### src/rtl/decode_regfile.sv
`timescale 1ns/1ps
// Decode-stage register file: NUM_RD combinational read ports with write-through
// bypass, one write-back port, a pending-write scoreboard and a reset-time init sweep.
module decode_regfile #(
  parameter int DATA_W    = 32,
  parameter int ADDR_W    = 4,
  parameter int NUM_RD    = 3,
  parameter int PC_IDX    = 15,
  parameter int INIT_MODE = 1
) (
  input  logic                       clk,
  input  logic                       rst_n,
  input  logic [DATA_W-1:0]          pc_in,
  input  logic [NUM_RD*ADDR_W-1:0]   rd_addr,
  output logic [NUM_RD*DATA_W-1:0]   rd_data,
  output logic [NUM_RD-1:0]          rd_hazard,
  input  logic                       wr_en,
  input  logic [ADDR_W-1:0]          wr_addr,
  input  logic [DATA_W-1:0]          wr_data,
  input  logic                       issue_en,
  input  logic [ADDR_W-1:0]          issue_addr,
  input  logic                       flush,
  output logic                       init_busy
);

  localparam int NREGS = 2**ADDR_W;
  localparam logic PC_EN = (PC_IDX < NREGS);
  localparam logic [ADDR_W-1:0] PC_ADDR = ADDR_W'(PC_IDX);

  logic [DATA_W-1:0] mem [NREGS];
  logic [ADDR_W:0]   init_cnt_q, init_cnt_d;
  logic              init_busy_q, init_busy_d;
  logic [NREGS-1:0]  busy_q, busy_d;
  logic [DATA_W-1:0] init_val;

  assign init_val  = (INIT_MODE == 1) ? DATA_W'(init_cnt_q[ADDR_W-1:0]) : '0;
  assign init_busy = init_busy_q;

  always_comb begin
    init_cnt_d  = init_cnt_q;
    init_busy_d = init_busy_q;
    if (init_busy_q) begin
      init_cnt_d = init_cnt_q + (ADDR_W+1)'(1);
      if (&init_cnt_q[ADDR_W-1:0]) init_busy_d = 1'b0;
    end
  end

  // Scoreboard: flush dominates; otherwise the issue set wins over a same-address write clear.
  always_comb begin
    busy_d = busy_q;
    if (!init_busy_q) begin
      if (flush) begin
        busy_d = '0;
      end else begin
        if (wr_en)    busy_d[wr_addr]    = 1'b0;
        if (issue_en) busy_d[issue_addr] = 1'b1;
      end
    end
  end

  always_ff @(posedge clk or negedge rst_n) begin
    if (!rst_n) begin
      init_cnt_q  <= '0;
      init_busy_q <= 1'b1;
      busy_q      <= '0;
    end else begin
      init_cnt_q  <= init_cnt_d;
      init_busy_q <= init_busy_d;
      busy_q      <= busy_d;
    end
  end

  // Storage is deliberately unreset; the sweep initialises it one entry per cycle.
  always_ff @(posedge clk) begin
    if (init_busy_q) begin
      mem[init_cnt_q[ADDR_W-1:0]] <= init_val;
    end else if (wr_en) begin
      mem[wr_addr] <= wr_data;
    end
  end

  genvar gi;
  generate
    for (gi = 0; gi < NUM_RD; gi++) begin : g_rd
      logic [ADDR_W-1:0] addr;
      logic              pc_hit;
      logic              wr_hit;

      assign addr   = rd_addr[gi*ADDR_W +: ADDR_W];
      assign pc_hit = PC_EN && (addr == PC_ADDR);
      assign wr_hit = wr_en && (wr_addr == addr);

      assign rd_data[gi*DATA_W +: DATA_W] = init_busy_q ? '0      :
                                            pc_hit      ? pc_in   :
                                            wr_hit      ? wr_data :
                                                          mem[addr];
      assign rd_hazard[gi] = busy_q[addr] & ~wr_hit & ~pc_hit & ~init_busy_q;
    end
  endgenerate

endmodule

### config.mk
export PLATFORM = sky130hd
export DESIGN_NAME = decode_regfile
export DESIGN_NICKNAME = d
export VERILOG_FILES = /design/src/rtl/decode_regfile.sv
export SDC_FILE = /design/constraint.sdc
export NUM_CORES = 1
export LEC_CHECK = 0
export BUFFER_PORTS_ARGS = -buffer_cell sky130_fd_sc_hd__buf_2
export CAP_MARGIN = 20
export CELL_PAD_IN_SITES_DETAIL_PLACEMENT = 1
export CELL_PAD_IN_SITES_GLOBAL_PLACEMENT = 1
export CORE_ASPECT_RATIO = 1.2
export CORE_MARGIN = 2
export CORE_UTILIZATION = 44
export DETAILED_ROUTE_END_ITERATION = 16
export PLACE_DENSITY = 0.83
export SYNTH_ARGS = -nofsm -noshare
export SYNTH_HDL_FRONTEND = slang
export SYNTH_SLANG_ARGS = --single-unit
### constraint.sdc
create_clock -name clk -period 2.81 [get_ports clk]
set_input_delay 0.4215 -clock clk [delete_from_list [all_inputs] [get_ports clk]]
set_output_delay 0.4215 -clock clk [all_outputs]
set_load 0.02 [all_outputs]
# Word level (Yosys, flattened, before mapping)
# Memories as Yosys holds them, arrays and structs flattened.
# Cells that the tools add are included.
# totals
word_cells	78
ramBits	512
register_bits	22
mem_count	1
# memory_table
memory	depth	word_bits	read_ports	rd_clocked_by_memory_dff	write_ports	line	rtl
mem	16	32	3	0	1	30	logic [DATA_W-1:0] mem [NREGS];
# classes
n_eq_ne	6
bitwise_logic	19
addsub	1
mux	34
magnitude_cmp	7
reduce_logical	7
# ops
cell	count
$mux 32	10
$mux 16	5
$reduce_or 32->1	1
$lt 4x5->1 const B	5
$and 16x16->16	1
$not 16->16	1
$or 16x16->16	1
$mux 1	13
$bmux 1 s4	3
$eq 4x4->1	3
$eq 4x4->1 const B	3
$and 1x1->1	9
$demux 1 s4	2
$ge 4x1->1 const B	2
$not 1->1	7
$add 5x1->5 const B	1
$logic_and 1x1->1	5
$mux 4	1
$reduce_and 4->1	1

# Longest topological paths before layout
# Gate-level depths: netlist (run 1).
# depth
ltp_word	12
ltp_mapped	8
ltp_nobuf	5

# Least setup slack after synthesis (run 1)
# OpenSTA, ideal clock, no wires.
# synth_timing
kind	input to register
start	input wr_en
end	memory mem[15][0], enable pin
path_stages	5
t_arrival_ns	2.794
slack_ns	-0.405
n_path_buf	2
setup_time_ns	0.421
path_cell_list	clkbuf_1 -> nor2b_1 -> clkbuf_1 -> a31oi_1 -> nor2_1
# synth_via
elab_chain_cells	5
# synth_lines
item	line	rtl
from (decl)	17	input logic wr_en,
$mux 1 (*)	77	end else if (wr_en) begin
$mux 1 (*)	75	if (init_busy_q) begin
$mux 1 (implied by the code) (*)	78	mem[wr_addr] <= wr_data;
$reduce_or 32->1 (no source line)	n/a	
$mux 4 (no source line) / $mux 1 (equally long branches)	n/a	
to (decl)	30	
# Mark *: on every way between the ends. The rest lies on a longest branch, timed or not.

==> results of run 1 <==
-- cell usage in the layout (no fill, tap or decap), types with 12 or more instances in the layout --
cell type and instances:
edfxtp_1 512, mux4_2 334, nor2_1 247, buf_2 160, buf_4 158, o22ai_1 152, mux2i_1 148, o221a_2 59
clkbuf_16 57, buf_12 56, nor3_1 32, nand2_1 31, and2_1 30, o2bb2ai_1 30, o22ai_2 27, buf_6 25
nor4_2 20, nor2_4 19, o21ai_0 16, nor2_2 14, clkinv_1 13, a21oi_1 12, dfrtp_1 12
-- worst reg2reg max path: stages (launching register included) --
cell,delay (ns)
dfstp_4,0.50
nor2b_4,0.21
buf_4,0.36
nor3b_1,0.11
a21oi_1,0.68
nor2_4,0.28
buf_4,0.30
-- routing by layer --
metal	global-route usage (%)	share of wire [%]	wire length (um)	vias up
met5	0	0.0089	12	-
met4	27.3	10	13600	2
met3	9.06	14	19400	920
met2	54.2	46	61600	2805
met1	40.0	30	40400	12500
li1	-	-	-	9122
-- layout make-up --
type / instances / area [sq um]
fillers: 6503 / 32200
flip-flops and latches: 533 / 15900
multi-input cells: 1311 / 14800
repair buffers: 410 / 3620
clock buffers: 64 / 1390
well taps: 918 / 1150
clock inverters: 32 / 290
inverters: 5 / 18.8
diodes: 4 / 10.0
-- logic make-up after synthesis --
| kind of cell | after synthesis | share of synthesized area (%) |
|---|---|---|
| buffers and inverters | 206 | 2.97 |
| XOR/XNOR | 15 | 0.428 |
| flip-flops | 533 | 51.8 |
| multiplexers | 501 | 30.0 |
| AO/OA/AOI/OAI | 339 | 8.22 |
| adder cells (fa/ha/maj) | 1 | 0.0407 |
| AND/OR/NAND/NOR | 455 | 6.57 |
-- how the worst min path moves through the flow --
stage / from / endpoint / cells after the start
after floorplan: rst_n / busy_q[0] / 0
after global placement: rst_n / init_cnt_q[2] / 1
after detailed placement: rst_n / init_cnt_q[1] / 1
after CTS: issue_addr[1] / busy_q[9] / 2
after global routing: issue_addr[1] / busy_q[9] / 2
final: issue_addr[1] / busy_q[9] / 2
-- per-stage QoR --
stage	utilization, %	instances
2_1_floorplan	-	2050
3_3_place_gp	49.3	3145
3_5_place_dp	49.3	3145
4_1_cts	52.5	3259
5_1_grt	53.6	3274
6_report	53.6	3277
-- state kept, by name, summed over array words and instances, names as in the netlist --
register / flops
busy_q: 16
init_cnt_q: 4
mem: 512
init_busy: 1
-- power by group through the flow --
stage               Clock (mW)  Sequential [mW]  Combinational, mW
finish                    7.30             8.86               3.51
global route              7.47             8.86               3.58
CTS                       7.15             8.85               3.17
detailed placement           0             9.02               3.04
global placement             0             9.00               2.93
floorplan                    0             8.99               1.84
-- Yosys cell counts (all sizes together), types with 2 or more instances --
master	n
and2	31
xnor2	5
o41ai	4
nand3b	2
clkbuf	98
nor3	38
edfxtp	512
or2	2
mux4	334
nor4	31
nand4	4
o22ai	190
a31oi	4
a21oi	12
xor2	10
o221a	63
mux2i	161
nand2b	7
mux2	6
a32oi	3
a311oi	2
nor2	280
buf	103
or3	2
o21ai	16
o2bb2ai	30
nor3b	8
and3	2
nand3	8
a22oi	7
inv	4
nor2b	5
nand2	34
dfrtp	20
-- what timing repair did --
item / CTS / global route
resized for setup: 65 / 128
hold endpoints to repair: 20 / 0
pin swaps: 17 / 36
gates cloned: 0 / 3
hold buffers: 1 / 0
buffers inserted: 20 / 11
setup endpoints to repair: 82 / 97
==> metrics.yaml, run 1 <==
grt:
  grt_max_degree: 113
  grt_pass1_wl_mm: 181
  grt_pass1_vias: 26200
  antenna_found_initial: 5
  overflow: 0
  track_usage_pct: 34.5
sta:
  finalSetupViolCount: 80
  slew_headroom_pct: 24.3
  fmax_mhz: 293
  finalCritPeriodShare_pct: 121
  skew_ns: 0.0251
  hold_viol: 0
  finalHoldWorstSlack_ns: 0.116
  min_period_ns: 3.41
  tightest_slew_ns: 1.13
  drv_slew: 0
  rsz0062_at_grt: "true"
  finalSetupTns_ns: -7.27
  finalWorstSetupSlack_ns: -0.599
clocking:
  clkLatencyLatePin_ns: 0.64
  clk_pin_slew_ns: 0.07
  htreeDepth: 2
  clock_sinks: 533
  cts_buffer_depth: 3
  cts_buffers: 53
  cts_tree: "yes"
  root_buffer: "clkbuf_16"
worst_setup_path:
  r2r_end: "mem[5][25]"
  r2r_cells: 6
  critPathKind: "reg2out"
  endpoint_kind: "primary output"
  critPathMaxFanout: 3
  path_cells: "mux4_2 -> mux2i_2 -> nor2_1 -> nor4_2 -> nor3_1 -> buf_4"
  crit_path_start: "mem[7][21]"
  setup.worst_path.end: "rd_data[53]"
  critical_path_required_ns: 2.39
  worstSetupStartpointType: "flop"
  critPathMaxStageDelay_ns: 0.61
  crit_cells: 6
  crit_buf_inv: 1
  crit_family: "multiplexers"
  crit_slowest_cell: "mux4_2"
  reg2reg_slack_ns: 0.12
  r2r-start: "init_busy"
  arrival_ns: 2.99
outcome:
  violations: "negative setup slack"
  outcome: "complete, but fails checks"
layout:
  synthToLayoutAreaGrowth_pct: 21.1
  nets: 2404
  drive_above_1_share_pct: 43.7
  final_cell_area_sq_um: 37200
die:
  die_w_um: 245
  start_util_pct: 44.3
  io_pins: 189
  dieArea_sq_um: 71900
  rows: 106
  die_h_um: 293
  coreArea_sq_um: 69400
yosys:
  synth_top_area_share_pct: 50.1
  synth_area_sq_um: 30700
  synth_edf_count: 512
  avgSynthCellArea_sq_um: 15.0
  synth.top_cells.by_area: "edfxtp_1 (50%), mux4_2 (24%), mux2i_1 (5.2%), o22ai_1 (3.9%), nor2_1 (3.4%)"
  yosys.cell_types.count: 49
  syn_nets: 2140
  syn_inst: 2050
  seq_area_frac_synth_pct: 51.8
  synth_ff_type: "edfxtp_1"
  yosysTopAreaCell: "edfxtp_1"
  ys_ff_latch: 533
  yosysWarnings: 0
  async_flop_share_pct: 3.94
detailed_routing:
  num_vias: 25400
  wl_per_cell_um: 41.2
  drt-initial-drc-count: 3730
  wl_mm: 135
  antenna_left: 0
  drc: 0
  drtPass1Iterations: 6
  viasPerCell: 7.75
power:
  swShare_pct: 27.9
  p_switching_mw: 5.49
  p_leak_nw: 12.8
  combPwrFrac_pct: 17.9
  internal_power_mw: 14.2
  vdd_drop_max_v: 0.000440
  seqPwrFrac_pct: 45.0
  p_total_mw: 19.7
  pwr-share-clk_pct: 37.1
  power_density_nw_per_um2: 529
placement:
  place_hpwl_mm: 78.2
  gp_congestion: 0.911
  placed_area_sq_um: 34200
  place_ws_ns: -0.229
  io_buffer_count: 188
worst_hold_path:
  hold_path.class: "in2reg"
run:
  drv_cap: 0
(Power assumes the default switching activity.)
==> inputs of run 2 (changes only) <==
==> constraint.sdc (replaced) <==
create_clock -name clk -period 2.81 [get_ports clk]
set_input_delay 0.281 -clock clk [delete_from_list [all_inputs] [get_ports clk]]
set_output_delay 0.281 -clock clk [all_outputs]
set_load 0.02 [all_outputs]
==> metrics.yaml, run 2 (synthesis gave the netlist of run 1 again) <==
detailed_routing:
  num_vias: 23600  # -7.1%
  wl_per_cell_um: 36.7  # -11%
  drt-initial-drc-count: 3658  # -1.9%
  drtPass1Iterations: 6  # unchanged
  wl_mm: 118  # -13%
  antenna_left: 0  # unchanged
  drc: 0  # unchanged
  viasPerCell: 7.33  # -5.4%
die:
  die_w_um: 245  # unchanged
  io_pins: 189  # unchanged
  dieArea_sq_um: 71900  # unchanged
  die_h_um: 293  # unchanged
  rows: 106  # unchanged
  start_util_pct: 44.3  # unchanged
  coreArea_sq_um: 69400  # unchanged
grt:
  met2_usage_pct: 53.2  # -0.99 points
  busiest_layer: "met2"
  grt_pass1_wl_mm: 171  # -5.2%
  grt_max_degree: 65  # -42%
  grtUsageMet1_pct: 38.7  # -1.3 points
  track_usage_pct: 32.6  # -1.9 points
  grt_pass1_vias: 25100  # -4.0%
  use_met3_pct: 7.96  # -1.1 points
  overflow: 0  # unchanged
  antenna_found_initial: 1  # -4
outcome:
  outcome: "complete, but fails checks"
  violations: "negative setup slack"
worst_hold_path:
  hold_end: "busy_q[12]"
  hold_depth: 3  # +1
  hold_path.class: "in2reg"
  min_from: "issue_addr[3]"
sta:
  hold_viol: 0  # unchanged
  finalWorstSetupSlack_ns: -0.0274  # +0.571 ns
  rsz0062_at_grt: "true"
  drv_slew: 0  # unchanged
  finalCritPeriodShare_pct: 101  # -20 points
  skew_ns: 0.0234  # -0.00168 ns
  min_period_ns: 2.84  # -0.571 ns
  fmax_mhz: 352  # +20%
  finalSetupViolCount: 1  # -99%
  tightest_slew_ns: 1.13  # -0.00126 ns
  finalHoldWorstSlack_ns: 0.0122  # -0.104 ns
  finalSetupTns_ns: -0.0274  # +7.24 ns
  slew_headroom_pct: 24.5  # +0.26 points
layout:
  drive_above_1_share_pct: 37.9  # -5.8 points
  final_cells: 3216  # -1.9%
  nets: 2346  # -2.4%
  synthToLayoutAreaGrowth_pct: 16.2
  final_common_cell: "edfxtp_1"
  final_cell_area_sq_um: 35700  # -4.0%
  biggestRegsByFlops: "mem: 512 flops, busy_q: 16 flops, init_cnt_q: 4 flops"
  n_antenna_cell: 0  # -4
  top_register: "mem"
  layout_common_cells: "edfxtp_1 (512), mux4_2 (334), nor2_1 (263)"
  largest_reg_flops: 512  # unchanged
power:
  p_total_mw: 19.0  # -3.5%
  vdd_drop_max_v: 0.000436  # -0.86%
  p_leak_nw: 12.3  # -4.2%
  power_density_nw_per_um2: 531  # +0.48%
worst_setup_path:
  critPathKind: "reg2out"
  r2r-start: "init_busy"
  critical_path_required_ns: 2.53  # +0.14 ns
  r2r_cells: 5  # -1
  critPathMaxFanout: 2  # -1
  endpoint_kind: "primary output"
  r2r_end: "mem[4][5]"
  arrival_ns: 2.56  # -0.43 ns
  reg2reg_slack_ns: 0.25  # +0.13 ns
  worstSetupStartpointType: "flop"
clocking:
  root_buffer: "clkbuf_16"
  clk_pin_slew_ns: 0.07  # about the same
  cts_buffer_depth: 3  # unchanged
  cts_buffers: 52  # -1.9%
  clkLatencyLatePin_ns: 0.63  # about the same
  clock_sinks: 533  # unchanged
  cts_tree: "yes"
  htreeDepth: 2  # unchanged
placement:
  io_buffer_count: 188  # unchanged
  dp_cells: 3110  # -1.1%
  place_hpwl_mm: 75.9  # -2.8%
  placed_area_sq_um: 33800  # -1.3%
  gp_congestion: 0.907  # -0.41%
run:
  drv_cap: 0  # unchanged
==> run 2: power breakdown <==
group	internal [mW]	total (mW)	leakage (nW)	switching, mW
registers	8.79	8.85	5.13	0.0573
logic	1.24	3.11	6.38	1.87
clock network	3.84	7.01	0.798	3.17
total	13.9	19.0	12.3	5.10
==> run 2: what timing repair did <==
action	4_1_cts	5_1_grt
hold buffers	3	0
resized for setup	16	13
setup endpoints to repair	60	15
setup buffers	2	3
pin swaps	5	0
hold endpoints to repair	24	0
==> run 2: final cells by class <==
cell class	instances	area, sq um
Inverter	5	18.8
Fill cell	6615	33700
Sequential cell	533	15900
Tap cell	918	1150
Clock buffer	69	1390
Timing Repair Buffer	353	2800
Multi-Input combinational cell	1311	14200
Clock inverter	27	248
==> run 2: how the worst max path moves through the flow <==
stage / depth (start not counted) / endpoint / from
final: 6 / rd_data[62] / mem[4][30]
after detailed placement: 9 / rd_data[51] / rd_addr[5]
after CTS: 6 / rd_data[62] / mem[4][30]
after global placement: 9 / rd_data[51] / rd_addr[5]
after global routing: 6 / rd_data[62] / mem[4][30]
after floorplan: 5 / mem[11][0] / init_busy
==> run 2: metal layers <==
metal,up-vias,wire [um]
li1,8991,-
met1,12100,37900
met2,2008,57400
met3,503,14800
met4,2,7850
met5,-,12
==> run 2: stage by stage <==
stage	utilization (%)	worst slack (ns)
after floorplan	-	-0.402
after global placement	48.7	-0.181
after detailed placement	48.7	-0.173
after CTS	51.3	-0.0313
after global routing	51.5	-0.0569
final	51.5	-0.0274
==> run 2: worst max-delay path, stage by stage, from the launching register on <==
cell	delay, ns
edfxtp_1	0.42
mux4_2	0.48
nor3b_1	0.16
or3_1	0.36
a311oi_2	0.23
o41ai_1	0.11
buf_2	0.18
